===== src/rtl/neuron_sched.sv =====
// Round-robin scheduler and phase sequencer for one neuron datapath.
// Grants one requester, replays its weight through load/sum/update pulses and reports the spike.
module neuron_sched #(
  parameter int n_req       = 4,
  parameter int data_bits   = 4,
  parameter int refr_cycles = 0,
  localparam int src_bits   = (n_req > 1) ? $clog2(n_req) : 1
) (
  input  logic                         clk,
  input  logic                         rst,
  input  logic                         en,
  input  logic [n_req-1:0]             req,
  input  logic [n_req*data_bits-1:0]   req_data,
  output logic [n_req-1:0]             grant,
  output logic [data_bits-1:0]         neuron_data_in,
  output logic [4:0]                   ctrl_vec,
  input  logic                         spike_in,
  output logic                         spike_valid,
  output logic                         spike,
  output logic [src_bits-1:0]          spike_src,
  output logic                         busy
);

  localparam int cnt_bits = (refr_cycles > 1) ? $clog2(refr_cycles) : 1;
  localparam logic [cnt_bits-1:0] refr_load =
    cnt_bits'((refr_cycles > 0) ? refr_cycles - 1 : 0);

  typedef enum logic [3:0] {
    IDLE, SETUP, LOAD, GAP1, SUM, GAP2, UPD, SETTLE, REPORT, REFRACT
  } state_t;

  state_t state_q, state_d;

  logic [src_bits-1:0]  ptr_q, ptr_d, idx_q, win_idx;
  logic                 win_found, take;
  logic [n_req-1:0]     grant_q, grant_d;
  logic [data_bits-1:0] hold_q;
  logic [4:0]           ctrl_q, ctrl_d;
  logic                 spike_valid_q, spike_q, busy_q;
  logic [src_bits-1:0]  spike_src_q;
  logic [cnt_bits-1:0]  refr_q;

  // First asserted request at or after the pointer, wrapping around.
  always_comb begin
    int j;
    logic [src_bits-1:0] jj;
    win_found = 1'b0;
    win_idx   = '0;
    j         = 0;
    jj        = '0;
    for (int i = 0; i < n_req; i++) begin
      j = int'(ptr_q) + i;
      if (j >= n_req) j = j - n_req;
      jj = src_bits'(j);
      if (!win_found && req[jj]) begin
        win_found = 1'b1;
        win_idx   = jj;
      end
    end
  end

  assign take = (state_q == IDLE) && en && win_found;

  always_comb begin
    ptr_d   = ptr_q;
    grant_d = '0;
    if (take) begin
      grant_d = n_req'(1) << win_idx;
      if (n_req == 1 || int'(win_idx) == n_req - 1) ptr_d = '0;
      else ptr_d = win_idx + 1'b1;
    end
  end

  always_comb begin
    state_d = state_q;
    case (state_q)
      IDLE:    if (take) state_d = SETUP;
      SETUP:   state_d = LOAD;
      LOAD:    state_d = GAP1;
      GAP1:    state_d = SUM;
      SUM:     state_d = GAP2;
      GAP2:    state_d = UPD;
      UPD:     state_d = SETTLE;
      SETTLE:  state_d = REPORT;
      REPORT:  state_d = (spike_in && (refr_cycles > 0)) ? REFRACT : IDLE;
      REFRACT: if (refr_q == '0) state_d = IDLE;
      default: state_d = IDLE;
    endcase
  end

  // Outputs are registered from the current state, so they trail the state register by one cycle.
  always_comb begin
    ctrl_d = 5'b00000;
    case (state_q)
      LOAD:    ctrl_d = 5'b00011;
      SUM:     ctrl_d = 5'b00100;
      UPD:     ctrl_d = 5'b11000;
      default: ctrl_d = 5'b00000;
    endcase
  end

  always_ff @(posedge clk or posedge rst) begin
    if (rst) begin
      state_q       <= IDLE;
      ptr_q         <= '0;
      idx_q         <= '0;
      grant_q       <= '0;
      hold_q        <= '0;
      ctrl_q        <= 5'b00000;
      spike_valid_q <= 1'b0;
      spike_q       <= 1'b0;
      spike_src_q   <= '0;
      busy_q        <= 1'b0;
      refr_q        <= '0;
    end else begin
      state_q       <= state_d;
      ptr_q         <= ptr_d;
      grant_q       <= grant_d;
      ctrl_q        <= ctrl_d;
      busy_q        <= (state_q != IDLE) || take;
      spike_valid_q <= (state_q == REPORT);
      if (take) begin
        hold_q <= req_data[int'(win_idx)*data_bits +: data_bits];
        idx_q  <= win_idx;
      end
      if (state_q == REPORT) begin
        spike_q     <= spike_in;
        spike_src_q <= idx_q;
      end
      if (state_q == REPORT && state_d == REFRACT) refr_q <= refr_load;
      else if (state_q == REFRACT && refr_q != '0) refr_q <= refr_q - 1'b1;
    end
  end

  assign grant          = grant_q;
  assign neuron_data_in = hold_q;
  assign ctrl_vec       = ctrl_q;
  assign spike_valid    = spike_valid_q;
  assign spike          = spike_q;
  assign spike_src      = spike_src_q;
  assign busy           = busy_q;

endmodule


===== config.mk =====
export PLATFORM = sky130hd
export DESIGN_NAME = neuron_sched
export DESIGN_NICKNAME = d
export VERILOG_FILES = /design/src/rtl/neuron_sched.sv
export SDC_FILE = /design/constraint.sdc
export NUM_CORES = 1
export LEC_CHECK = 0
export ABC_AREA = 1
export CAP_MARGIN = 20
export CORE_MARGIN = 1.5
export CORE_UTILIZATION = 45
export CTS_CLUSTER_SIZE = 20
export DETAILED_ROUTE_END_ITERATION = 12
export PLACE_DENSITY = 0.76
export SYNTH_ARGS = -nofsm -noshare
export SYNTH_HDL_FRONTEND = slang
export SYNTH_SLANG_ARGS = --single-unit
export TNS_END_PERCENT = 10

===== constraint.sdc =====
create_clock -name clk -period 2.9 [get_ports clk]
set_clock_uncertainty 0.1 [all_clocks]
set_input_delay 0.58 -clock clk [delete_from_list [all_inputs] [get_ports clk]]
set_output_delay 0.58 -clock clk [all_outputs]
set_load 0.005 [all_outputs]

==> flow_summary.ini, run 1 <==
[worst_setup_path]
end_kind = flop
critPathKind = flop to flop
crit_slowest_cell = dfrtp_1
rrSetupSlack_ns = 0.65
crit_path_max_incr_delay_ns = 0.61
crit_chain = inv_2 -> nand2_1 -> nand2_4 -> nand2_1 -> nand2_1 -> a21oi_2 -> nand2_2 -> nand2_4 -> inv_1 -> ha_1 -> inv_1 -> nor2_1
cp.arrival_ns = 2.36
crit_path_frequent_cell = nand2_1
startpoint_type = flop
path_max_fanout = 14
worstPathRequired_ns = 3.01

[routing]
drc_errors = 0
num_vias = 1311
detail_route.first_pass.iterations = 7
ant_nets = 0
wl_per_cell_um = 10.0
drt_wl_total_um = 2860
via_per_inst = 4.60
drt_iter0_drc = 54

[layout]
regArea_um2 = 626
fillers = 279
multi_input_area_um2 = 719
final_cell_area_um2 = 1990
area_growth_syn_to_layout_pct = 30.4
drive_gt1_frac = 0.124
finalNetCount = 270
n_antenna_cell = 0

[logic_synthesis]
synth-main-ff-cell = dfrtp_1
netlist_top_cells_area = dfrtp_1 41%, nand2_1 13%, inv_1 8.6%, nand3_1 5.6%, nand2_4 4.4%
synth.top_cells.by_count = 54 x nand2_1, 35 x inv_1, 25 x dfrtp_1
syn-num-nets = 228
synth_warnings = 0
ys_types = 30
synth_area_um2 = 1530
synth-edff-count = 0
ys_seq_area_frac = 0.410
syn_area_per_cell_um2 = 7.63
syn_inst = 200
synth_top_area_frac = 0.410
async_flop_share = 1.00
yosysMostFrequentCell = nand2_1
yosysTopAreaCell = dfrtp_1
synth-seq-cells = 25

[power]
p_per_area_nw_per_um2 = 1030
leakage_nw = 1.03
peakVddDrop_mv = 0.513

[clock_tree]
clock_path_buffers = 2
clk_pin_slew_worst_paths_ns = 0.14
clock-sinks = 25
ctsHoldBuffers = 0
htreeDepth = 1
cts_tree = done
cts_root_buf = clkbuf_4
cts_inserted_buffers = 3
clkLatencyLatePin_ns = 0.32
post-cts-setup-buffers = 0
post_cts_resized = 0

[job]
drv_cap = 0

[grt]
grt_start_max_net_pins = 26
track_usage = 0.180
grt_first_pass_wirelength_um = 5020
grt_overflow = 0
antenna_found_initial = 0
first_global_vias = 1193

[outcome]
outcome = completed

[placed_design]
place_congestion = 0.861
hpwl_um = 2280
place_area_um2 = 1960
io_buffers = 41

[sta]
finalCriticalPeriod_ns = 2.25
worst_pin_slew_ns = 0.403
hold_viol = 0
slew_headroom = 0.732
setup_tns_ns = 0
finalSetupViolCount = 0
rsz0062_at_grt = no
fin_crit_sh = 0.776
fmaxAchievable_mhz = 445
final_max_slew_viol_count = 0

[floorplanning]
fp.dieW_um = 61.2
die_area_um2 = 3750
start_util = 0.488
die_h_um = 61.2
core_area_um2 = 3130
ios = 42
row_count = 20

[hold_path]
hp-class = flop to flop
==> metrics by stage <==
step / power (W) / instances / hold slack [ns] / setup slack, ns / util
3_5_place_dp: 0.00190 / 281 / 0.370 / 0.333 / 0.627
6_report: 0.00205 / 285 / 0.394 / 0.651 / 0.636
4_1_cts: 0.00206 / 285 / 0.403 / 0.655 / 0.636
5_1_grt: 0.00225 / 285 / 0.423 / 0.417 / 0.636
2_1_floorplan: 0.00156 / 200 / 0.350 / 0.983 / -
3_3_place_gp: 0.00188 / 281 / 0.355 / 0.341 / 0.627
==> cell families after synthesis <==
logic type / synth area share
and+or+nand+nor: 0.394
buffers and inverters: 0.119
DFF: 0.410
AOI/OAI and AO/OA: 0.0443
adders and majority gates: 0.0328
==> worst max-delay path: cells and delay by family (launching register included) <==
kind / cells / cell delay (ns)
AO/OA/AOI/OAI: 1 / 0.14
buffers and inverters: 3 / 0.35
adder cells (fa/ha/maj): 1 / 0.24
flip-flops: 1 / 0.61
AND/OR/NAND/NOR: 7 / 0.71
==> final timing paths <==
| path | depth (start not counted) | to | from |
|---|---|---|---|
| hold / removal | 2 | spike_src[0] | spike_src[0] |
| hold reg to reg | 2 | spike_src[0] | spike_src[0] |
| min in group asynchronous | 3 | state_q[0] | rst |
| max in group asynchronous | 3 | ptr_q[1] | rst |
| setup / recovery | 12 | grant[3] | ptr_q[0] |
| setup reg to reg | 12 | grant[3] | ptr_q[0] |
==> layout make-up <==
| class | count | area share |
|---|---|---|
| clock buffer | 3 | 0.0113 |
| clock inverter | 1 | 0.00377 |
| inverter | 38 | 0.0717 |
| multi-input combinational | 132 | 0.361 |
| sequential | 25 | 0.314 |
| tap | 44 | 0.0277 |
| timing repair buffer | 42 | 0.210 |
==> where the power goes <==
| part | switching (W) | internal [W] | total [W] |
|---|---|---|---|
| Clock | 0.000105 | 0.0000527 | 0.000158 |
| Sequential | 0.000102 | 0.000479 | 0.000581 |
| Combinational | 0.000765 | 0.000543 | 0.00131 |
| Total | 0.000973 | 0.00107 | 0.00205 |
==> registers in the layout, summed over array words and instances, names as in the netlist, 2 cells and up <==
name,cells
idx_q,2
grant,4
ptr_q,2
neuron_data_in,4
state_q,4
spike_src,2
ctrl_vec,3
==> layer usage <==
metal / global-route usage / vias to the layer above / wire [µm]
met5: 0 / - / 0
met2: 0.278 / 50 / 1280
met3: 0.0252 / 8 / 142
li1: - / 690 / -
met4: 0.0994 / 0 / 84
met1: 0.243 / 563 / 1350
==> placed cells by master (no fill, tap or decap) <==
master / netlist / layout
nor2_8: 1 / 1
nand3_4: 1 / 1
nor2_1: 15 / 15
a21oi_1: 2 / 2
dfrtp_1: 25 / 25
nand2_2: 8 / 8
o21ai_2: 1 / 1
ha_1: 4 / 4
and2_1: 1 / 1
o21ai_1: 1 / 1
clkbuf_4: 0 / 3
nor2_2: 2 / 2
o21a_1: 1 / 1
nand2_1: 54 / 54
nand4_1: 2 / 2
o21ai_0: 3 / 3
nand3_1: 17 / 17
a31oi_1: 1 / 1
nand3_2: 2 / 2
buf_4: 3 / 1
o22ai_1: 1 / 1
clkdlybuf4s50_1: 0 / 41
a21oi_2: 1 / 1
clkinvlp_4: 0 / 1
inv_1: 35 / 35
nand2_4: 6 / 6
inv_2: 3 / 3
and3_1: 1 / 1
nor3_1: 2 / 2
nand3b_1: 3 / 3
or2_0: 2 / 2
Power figures use the tool's default switching activity.
==> inputs of run 2 (changes only) <==
==> constraint.sdc (replaced) <==
create_clock -name clk -period 2.3 [get_ports clk]
set_clock_uncertainty 0.1 [all_clocks]
set_input_delay 0.46 -clock clk [delete_from_list [all_inputs] [get_ports clk]]
set_output_delay 0.46 -clock clk [all_outputs]
set_load 0.005 [all_outputs]
==> run 2 against run 1 <==
  * Highest routed layer unchanged
  * Critical endpoint is now ptr_q[0]
  * Routed wire length rose by 8.8%
  * Maximum frequency rose by 7.4%
  * Global-route usage rose by 0.41 points
  * Sequential cell count did not move
==> flow_summary.ini, run 2 (synthesized netlist as in run 1, its figures left out) <==
[outcome]
outcome = completed

[routing]
num_vias = 1381
drc_errors = 0
drt_iter0_drc = 73
drt_wl_total_um = 3110
wl_per_cell_um = 10.6
detail_route.first_pass.iterations = 4
met1_length_um = 1440
ant_nets = 0
via_per_inst = 4.70
met3WireLength_um = 167
top_layer_used = met4
wl_met2_um = 1460

[clock_tree]
clock-sinks = 25
cts_tree = done
clkLatencyLatePin_ns = 0.32
clk_pin_slew_worst_paths_ns = 0.14
cts_root_buf = clkbuf_4
cts_inserted_buffers = 3
clock_path_buffers = 2
htreeDepth = 1
post-cts-setup-buffers = 0

[floorplanning]
die_h_um = 61.2
start_util = 0.488
core_area_um2 = 3130
ios = 42
die_area_um2 = 3750
fp.dieW_um = 61.2
row_count = 20

[worst_setup_path]
worstPathRequired_ns = 2.45
crit_chain = inv_2 -> nand2_1 -> nand2_4 -> nand2_1 -> nand2_1 -> nor2_1 -> nor2_2 -> nand2_4 -> nand2_4 -> inv_1 -> ha_1 -> o22ai_1
cpLargestDelayFamily = simple AND/OR/NAND/NOR gates
worst-path-stages = 12
crit_buf_inv = 2
crit_path_max_incr_delay_ns = 0.51
cp.arrival_ns = 2.24
critPathKind = flop to flop
reg2regPathDepth = 12
end_kind = flop
crit_slowest_cell = dfrtp_2
path_max_fanout = 12
startpoint_type = flop

[sta]
finalCriticalPeriod_ns = 2.09
slew_headroom = 0.794
fin_crit_sh = 0.911
rsz0062_at_grt = no
fmaxAchievable_mhz = 477
final_max_slew_viol_count = 0
worst_pin_slew_ns = 0.309
finalSetupViolCount = 0
hold_viol = 0

[layout]
utilization = 0.658
final_cell_area_um2 = 2060
most-common-layout-cells = 54 x nand2_1, 41 x clkdlybuf4s50_1, 35 x inv_1
fillers = 261
drive_gt1_frac = 0.160
area_growth_syn_to_layout_pct = 34.9
multi_input_area_um2 = 719
final_common_cell = nand2_1
n_antenna_cell = 0
finalNetCount = 279
regArea_um2 = 627
instances_no_fill = 294

[grt]
track_usage = 0.184
antenna_found_initial = 0
grt_first_pass_wirelength_um = 5180
first_global_vias = 1223
grt_overflow = 0
grt_start_max_net_pins = 26

[power]
p_per_area_nw_per_um2 = 1350
leakage_nw = 1.07
peakVddDrop_mv = 1.05

[job]
drv_cap = 0

[placed_design]
place_area_um2 = 2030
placed_cells = 290
place_congestion = 0.790
io_buffers = 41
hpwl_um = 2470

[hold_path]
hp-class = primary input to async pin
## run 2: cell types whose count changed in the layout (fill, tap and decap cells not counted), sizes merged
cell / change
buf: +9
## run 2: path summary, 6_finish.rpt
| kind | start | endpoint | slack (ns) |
|---|---|---|---|
| worst max-delay path | ptr_q[0] | ptr_q[0] | 0.21 |
| worst min-delay path | rst | ctrl_vec[3] | 0.37 |
| worst max register to register | ptr_q[0] | ptr_q[0] | 0.21 |
| worst min register to register | spike | spike | 0.39 |
| max in group asynchronous | rst | ptr_q[0] | 1.48 |
| min in group clk | spike | spike | 0.39 |
## run 2: where the power goes
| group | switching, W | leakage [nW] | total [W] | internal, W |
|---|---|---|---|---|
| Clock | 0.000132 | 0.0139 | 0.000199 | 0.0000664 |
| Sequential | 0.000127 | 0.314 | 0.000733 | 0.000606 |
| Combinational | 0.00101 | 0.742 | 0.00184 | 0.000832 |
## run 2: what timing repair did
| item | 4_1_cts | 5_1_grt |
|---|---|---|
| gates resized for setup | 0 | 1 |
| endpoints found under the hold margin | 0 | 0 |
| hold buffers | 0 | 0 |
| endpoints found under the setup margin | 0 | 1 |
## run 2: cell type report
| class | count | share of cell area |
|---|---|---|
| clock buffer | 3 | 0.0109 |
| sequential | 25 | 0.304 |
| tap | 44 | 0.0267 |
| multi-input combinational | 132 | 0.349 |
| timing repair buffer | 51 | 0.236 |
| clock inverter | 1 | 0.00365 |
| inverter | 38 | 0.0693 |
## run 2: worst reg2reg max path, cell delays in order, from the launching register on
cell	delay, ns
dfrtp_2	0.51
inv_2	0.17
nand2_1	0.11
nand2_4	0.12
nand2_1	0.06
nand2_1	0.11
nor2_1	0.07
nor2_2	0.13
nand2_4	0.07
nand2_4	0.12
inv_1	0.11
ha_1	0.22
o22ai_1	0.13
## run 2: stage by stage
stage	TNS, ns	setup WS [ns]	power [W]	hold slack [ns]
after floorplan	0	0.459	0.00197	0.350
after global placement	0	0.00867	0.00256	0.354
after detailed placement	-0.245	-0.0771	0.00260	0.358
after CTS	0	0.144	0.00280	0.376
after global routing	0	0.0536	0.00304	0.401
final	0	0.206	0.00278	0.366
## run 2: metal layers
metal / up-vias / global-route usage
met5: - / 0
met4: 0 / 0.0559
met3: 4 / 0.0210
met2: 50 / 0.295
met1: 622 / 0.261
li1: 705 / -
